===== config.mk =====
export PLATFORM = sky130hd
export DESIGN_NAME = bcd_key_calc
export DESIGN_NICKNAME = d
export VERILOG_FILES = /design/src/rtl/bcd_calc_pkg.sv /design/src/rtl/bcd_digit_alu.sv /design/src/rtl/bcd_key_calc.sv
export SDC_FILE = /design/constraint.sdc
export NUM_CORES = 1
export LEC_CHECK = 0
export CORE_MARGIN = 3
export CORE_UTILIZATION = 29
export DETAILED_ROUTE_END_ITERATION = 16
export GPL_TIMING_DRIVEN = 0
export MAX_ROUTING_LAYER = met4
export PLACE_DENSITY = 0.46
export SETUP_SLACK_MARGIN = 0.2
export SLEW_MARGIN = 15
export SYNTH_ARGS = -nofsm -noshare
export SYNTH_HDL_FRONTEND = slang
export SYNTH_HIERARCHICAL = 1
export SYNTH_SLANG_ARGS = --single-unit

===== constraint.sdc =====
create_clock -name clk -period 4.9 [get_ports clk]
set_clock_uncertainty 0.1 [all_clocks]
set_input_delay 0.735 -clock clk [delete_from_list [all_inputs] [get_ports clk]]
set_output_delay 0.735 -clock clk [all_outputs]
set_load 0.005 [all_outputs]

===== src/rtl/bcd_calc_pkg.sv =====
// Shared definitions for the keypad BCD calculator.
//   KEY_*    : keypad key codes used by the entry state machine
//   stage_t  : calculator stage, also presented on the `stage` output
//   is_digit : true for the decimal key codes 0..9
package bcd_calc_pkg;

  localparam logic [3:0] KEY_NONE = 4'hF;
  localparam logic [3:0] KEY_ADD  = 4'hA;
  localparam logic [3:0] KEY_SUB  = 4'hB;
  localparam logic [3:0] KEY_END  = 4'hC;
  localparam logic [3:0] KEY_CLR  = 4'hE;

  typedef enum logic [1:0] {
    ENTER_A = 2'd0,
    ENTER_B = 2'd1,
    CALC    = 2'd2,
    SHOW    = 2'd3
  } stage_t;

  function automatic logic is_digit(input logic [3:0] key);
    return key <= 4'd9;
  endfunction

endpackage


===== src/rtl/bcd_digit_alu.sv =====
// Single-digit BCD adder/subtractor (purely combinational).
//   a, b  : BCD digits (0..9)
//   cin   : incoming carry (add) or borrow (subtract)
//   sub   : 0 = a + b + cin, 1 = a - b - cin
//   digit : corrected BCD result digit
//   cout  : outgoing carry (add) or borrow (subtract)
module bcd_digit_alu (
  input  logic [3:0] a,
  input  logic [3:0] b,
  input  logic       cin,
  input  logic       sub,
  output logic [3:0] digit,
  output logic       cout
);

  logic [4:0] raw;

  // NOTE: every output of a combinational block gets a default first, so no
  // path through the block can leave a value held (which would infer a latch).
  always_comb begin
    raw   = 5'd0;
    digit = 4'd0;
    cout  = 1'b0;
    if (sub) begin
      // a - b - cin spans -10..9; bit 4 of the 5-bit result is the borrow.
      raw   = {1'b0, a} - {1'b0, b} - {4'd0, cin};
      cout  = raw[4];
      digit = raw[4] ? raw[3:0] + 4'd10 : raw[3:0];
    end else begin
      // a + b + cin spans 0..19; adding 6 skips the six unused codes.
      raw   = {1'b0, a} + {1'b0, b} + {4'd0, cin};
      cout  = (raw > 5'd9);
      digit = cout ? raw[3:0] + 4'd6 : raw[3:0];
    end
  end

endmodule


===== src/rtl/bcd_key_calc.sv =====
// Keypad BCD calculator: captures two DIGITS-digit decimal operands from
// keypad codes, adds or subtracts them digit-serially, and shows the result.
//   clk      : system clock
//   rst      : synchronous active-high reset
//   sample   : keypad key code, 4'hF = no key
//   op_a     : operand A, BCD, MSD in the top nibble
//   op_b     : operand B, BCD
//   cdu      : result magnitude, DIGITS+1 BCD digits (valid while done = 1)
//   neg      : result is negative
//   sub_mode : latched operation, 0 = add, 1 = subtract
//   stage    : 0 ENTER_A, 1 ENTER_B, 2 CALC, 3 SHOW
//   done     : high while in SHOW
module bcd_key_calc #(
  parameter int DIGITS = 3
) (
  input  logic                  clk,
  input  logic                  rst,
  input  logic [3:0]            sample,
  output logic [4*DIGITS-1:0]   op_a,
  output logic [4*DIGITS-1:0]   op_b,
  output logic [4*DIGITS+3:0]   cdu,
  output logic                  neg,
  output logic                  sub_mode,
  output logic [1:0]            stage,
  output logic                  done
);

  import bcd_calc_pkg::*;

  localparam int OW = 4 * DIGITS;
  localparam int CW = $clog2(DIGITS + 1);
  localparam logic [CW-1:0] LAST_DIGIT = CW'(DIGITS - 1);
  localparam logic [CW-1:0] FINAL_STEP = CW'(DIGITS);

  stage_t state, state_next;

  logic [3:0]    s_q, s_qq;
  logic          press, digit_ev, end_ev, clr_ev, mode_ev;
  logic          op_done, swap;
  logic [CW-1:0] cnt;     // digits entered into the active operand
  logic [CW-1:0] k;       // serial digit index during CALC
  logic          carry;   // carry/borrow between serial digits
  logic [OW-1:0] x, y;    // ordered operands, shifted right one digit per step
  logic [OW-1:0] b_final;
  logic [3:0]    alu_digit;
  logic          alu_cout;

  function automatic logic [OW-1:0] shift_in(input logic [OW-1:0] v,
                                             input logic [3:0]    d);
    return OW'({v, d});
  endfunction

  // One event per press: key present now, idle one cycle earlier.
  assign press    = (s_q != KEY_NONE) && (s_qq == KEY_NONE);
  assign digit_ev = press && is_digit(s_q);
  assign end_ev   = press && (s_q == KEY_END);
  assign clr_ev   = press && (s_q == KEY_CLR);
  assign mode_ev  = press && ((s_q == KEY_ADD) || (s_q == KEY_SUB));
  assign op_done  = end_ev || (digit_ev && (cnt == LAST_DIGIT));

  // B as it will be after this edge, so ordering sees the final digit.
  assign b_final  = digit_ev ? shift_in(op_b, s_q) : op_b;
  assign swap     = sub_mode && (op_a < b_final);

  assign stage = state;
  assign done  = (state == SHOW);

  bcd_digit_alu u_alu (
    .a     (x[3:0]),
    .b     (y[3:0]),
    .cin   (carry),
    .sub   (sub_mode),
    .digit (alu_digit),
    .cout  (alu_cout)
  );

  // NOTE: registers are written with non-blocking assignments so every flop
  // samples the pre-edge values of the others, independent of statement order.
  always_ff @(posedge clk) begin
    if (rst) state <= ENTER_A;
    else     state <= state_next;
  end

  always_comb begin
    state_next = state;
    case (state)
      ENTER_A: begin
        if (clr_ev)       state_next = ENTER_A;
        else if (op_done) state_next = ENTER_B;
      end
      ENTER_B: begin
        if (clr_ev)       state_next = ENTER_A;
        else if (op_done) state_next = CALC;
      end
      CALC: begin
        if (k == FINAL_STEP) state_next = SHOW;
      end
      SHOW: begin
        if (clr_ev)        state_next = ENTER_A;
        else if (digit_ev) state_next = (DIGITS == 1) ? ENTER_B : ENTER_A;
      end
      default: state_next = ENTER_A;
    endcase
  end

  always_ff @(posedge clk) begin
    if (rst) begin
      s_q      <= KEY_NONE;
      s_qq     <= KEY_NONE;
      op_a     <= '0;
      op_b     <= '0;
      cdu      <= '0;
      neg      <= 1'b0;
      sub_mode <= 1'b0;
      cnt      <= '0;
      k        <= '0;
      carry    <= 1'b0;
      x        <= '0;
      y        <= '0;
    end else begin
      s_q  <= sample;
      s_qq <= s_q;
      case (state)
        ENTER_A, ENTER_B: begin
          if (clr_ev) begin
            op_a <= '0;
            op_b <= '0;
            cdu  <= '0;
            neg  <= 1'b0;
            cnt  <= '0;
          end else begin
            if (mode_ev) sub_mode <= (s_q == KEY_SUB);
            if (digit_ev) begin
              if (state == ENTER_A) op_a <= shift_in(op_a, s_q);
              else                  op_b <= b_final;
            end
            if (op_done)       cnt <= '0;
            else if (digit_ev) cnt <= cnt + 1'b1;
            if ((state == ENTER_B) && op_done) begin
              // Subtract always runs larger minus smaller; neg records a swap.
              x     <= swap ? b_final : op_a;
              y     <= swap ? op_a : b_final;
              neg   <= swap;
              k     <= '0;
              carry <= 1'b0;
            end
          end
        end
        CALC: begin
          if (k == FINAL_STEP) begin
            cdu[OW +: 4] <= sub_mode ? 4'd0 : {3'd0, carry};
          end else begin
            for (int i = 0; i < DIGITS; i++) begin
              if (k == CW'(i)) cdu[4*i +: 4] <= alu_digit;
            end
            carry <= alu_cout;
            x     <= x >> 4;
            y     <= y >> 4;
            k     <= k + 1'b1;
          end
        end
        SHOW: begin
          if (mode_ev) sub_mode <= (s_q == KEY_SUB);
          if (clr_ev) begin
            op_a <= '0;
            op_b <= '0;
            cdu  <= '0;
            neg  <= 1'b0;
            cnt  <= '0;
          end else if (digit_ev) begin
            // The new digit starts a fresh operand A.
            op_a <= OW'(s_q);
            op_b <= '0;
            cdu  <= '0;
            cnt  <= (DIGITS == 1) ? '0 : CW'(1);
          end
        end
        default: ;
      endcase
    end
  end

endmodule


==> metrics.md <==
| Metric | Value |
|---|---|
| Status | completed |
| Share of layout cells above drive strength 1 | 7.05% |
| Mapped Area | 0.00457 mm² |
| Worst R2R Start | s_qq[1]$_SDFF_PP1_ |
| Net Sw Power | 0.374 mW |
| Synth warnings | 6 |
| Flop pwr share | 41.4% |
| Placed Area | 0.00532 mm² |
| # clock sinks | 78 |
| Async SR Flop Fraction | 0% |
| Main flop type after synthesis | dfxtp_1 |
| Crit path launch type | register |
| Tightest Hold Check Type | register to register |
| Core ar. | 0.0153 mm² |
| Switch share | 23.4% |
| Yosys reg bits | 78 |
| PD cells | 281 mW/mm² |
| Insertion delay to the later sink of the worst-skew pair | 350 ps |
| CP Max Fanout | 10 |
| Routed wire length | 14900 µm |
| Postcts setup bufs | 0 |
| Post-route setup TNS | 0 ps |
| EDFF count, synth | 0 |
| Final HPWL DP | 11400 µm |
| Hold Violations, Final | 0 |
| Post_cts resized | 0 |
| Slew of the pin with the lowest slew margin | 702 ps |
| TritonCTS Buffers | 9 |
| Worst setup path start | s_qq[1]$_SDFF_PP1_ |
| Initial DRC Count | 404 |
| Int Power | 1.22 mW |
| Root Buffer | clkbuf_16 |
| Buffers & Inverters on Critical Path | 1 |
| Worst path cell trace | nand4_1, nor2_1, mux2i_1, ha_1, nand4_1, a211oi_1, o221ai_1, o41a_1, o21ai_2, buf_2, nor2_1, a221o_1 |
| WL/cell | 17.9 µm |
| Die Footprint | 0.0173 mm² |
| Worst Setup End Kind | register |
| Worst Path Required | 5030 ps |
| Peak VDD IR | 0.167 mV |
| CTS tree | done |
| Reg clk slew, reported paths | 60 ps |
| Area of the multi-input gates | 0.00279 mm² |
| Number of global-route vias before repair | 4170 |
| Clk buf depth | 2 |
| Layout Nets | 654 |
| Synth unique cells | 66 |
| RSZ-0062 raised after global routing | false |
| H-tree lvl count | 3 |
| Fin util | 37.0% |
| Drt drc | 0 |
| Syn_area_per_cell | 8.18 µm² |
| Hold buffers post-CTS | 0 |
| Slew headroom | 53.0% |
| Largest net degree at the start of global routing | 13 |
| Via density per instance | 5.36 |
| WP data arrival | 4230 ps |
| Final Worst Setup Slack | 805 ps |
| Initial antenna violation count | 0 |
| GR Overflow Total | 0 |
| Setup Crit Path Kind | register to register |
| Ant. Diodes | 0 |
| Final Cycle Share | 83.6% |
| P&R area growth vs syn | 23.9% |
| Placement Setup Slack | 786 ps |
| Vias after detailed routing | 4476 |
| Worst path top cell family by delay | simple AND/OR/NAND/NOR gates |
| Max Cap Viol | 0 |
| First-pass GRT wire length | 23400 µm |
| Min Tclk post-route | 4100 ps |
| Setup violators final | 0 |
| Crit-path max cell delay | 690 ps |
| Buffers on Ports | 47 |
| GR Util All Layers | 17.6% |
| Gate power share | 8.9% |
| Starting Density | 29.9% |
| Most frequent cells in the layout | dfxtp_1, nor2_1, a21oi_1, clkdlybuf4s50_1, nand2_1 |
| Most common cell after layout, fill and taps aside | dfxtp_1 |
| Clock share of power | 49.7% |
| Gate Count Post-Synth | 559 |
| Final hold slack | 365 ps |
| Hold path startpoint | cnt[1]$_SDFFE_PP0P_ |
| Final Max Slew Viols | 0 |
| Die Y-Extent | 132 µm |
| Final instance area | 0.00567 mm² |
| Reg area | 0.00156 mm² |
| Fmax achieved | 244 MHz |
| DR pass1 iterations | 5 |
| Sequential element share of the synthesized area | 34.1% |
| CP max stage cell | nor2_1 |
| I/O pins | 51 |
| Leak | 2.08 nW |
| Post-DRT Antenna Nets | 0 |
| Gpl congestion | 0.899 |
| Chip width | 132 µm |
| Filler cell count | 1630 |
| Row cnt | 45 |
## sequential cells by signal (all words and copies together) (netlist names), named ones only
register  count
y            12
k             2
neg           1
op_b         12
s_qq          4
stage         1
op_a         12
carry         1
cdu          13
x            12
sub_mode      1
cnt           2
s_q           4
## worst paths after layout
check	endpoint	slack (ps)	cells past startpoint
worst min-delay path	cnt[1]$_SDFFE_PP0P_	360	2
worst max-delay path	y[8]$_SDFFE_PP0P_	800	12
worst min register to register	cnt[1]$_SDFFE_PP0P_	360	2
worst max register to register	y[8]$_SDFFE_PP0P_	800	12
## Yosys cell counts (3+ instances only)
cell       count  area [µm²]
o221ai_1       5        43.8
a21oi_1       60         300
nor2_1        63         236
o2111ai_1     12         105
inv_1         16        60.1
buf_4          3        22.5
o211ai_1      16         120
o21ai_0       19        95.1
or3_1          3        18.8
and2_1         7        43.8
fa_1           4        80.1
and3_1        13        81.3
nor3_1        16        80.1
nand3_1       24         120
buf_2          7        35.0
dfxtp_1       78        1560
xor2_1         4        35.0
nand2_1       44         165
or2_2          8        50.1
ha_1          25         313
a22oi_1        4        30.0
clkbuf_1      27         101
a21o_1         4        30.0
a221o_1        9        90.1
nand2b_1       8        50.1
mux2i_1       24         240
nand3b_1       3        22.5
## worst min-delay path: cells and delay by family, from the launching register on
kind / cells / cell delay [ps]
AO/OA/AOI/OAI: 1 / 50
flip-flops: 1 / 310
AND/OR/NAND/NOR: 1 / 50
## cell families after synthesis
family	synth area share [%]
adders and majority gates	8.59
buffers and inverters	5.03
muxes	5.25
DFF	34.1
and+or+nand+nor	22.3
AOI/OAI and AO/OA	23.5
xor gates and xnor gates	1.15
other	0.0820
## metrics by stage
step           cells  power (mW)
6_report         835        1.59
5_1_grt          835        1.64
4_1_cts          835        1.61
3_5_place_dp     819       0.814
3_3_place_gp     819       0.812
2_1_floorplan    561       0.757
## metal layers
layer	track usage, %	up-vias	part of all wire [%]
li1	-	2166	-
met2	26.5	152	45
met1	23.5	2135	48
met3	3.06	23	4.3
met5	-	-	0
met4	6.65	0	2.4
## power groups by stage
| stage | registers, mW | clock network, mW | logic, mW |
|---|---|---|---|
| after floorplan | 0.666 | 0 | 0.0904 |
| after global placement | 0.674 | 0 | 0.138 |
| after detailed placement | 0.674 | 0 | 0.140 |
| after CTS | 0.660 | 0.806 | 0.140 |
| after global routing | 0.661 | 0.828 | 0.154 |
| final | 0.660 | 0.793 | 0.141 |
## layout make-up
| cell class | instances | share of cell area [%] |
|---|---|---|
| Buffer | 38 | 3.00 |
| Clock buffer | 13 | 4.59 |
| Clock inverter | 3 | 1.59 |
| Inverter | 16 | 1.06 |
| Multi-Input combinational cell | 429 | 49.2 |
| Sequential cell | 78 | 27.6 |
| Tap cell | 211 | 4.66 |
| Timing Repair Buffer | 47 | 8.30 |
Note: power is estimated with default switching activity, not from simulation.
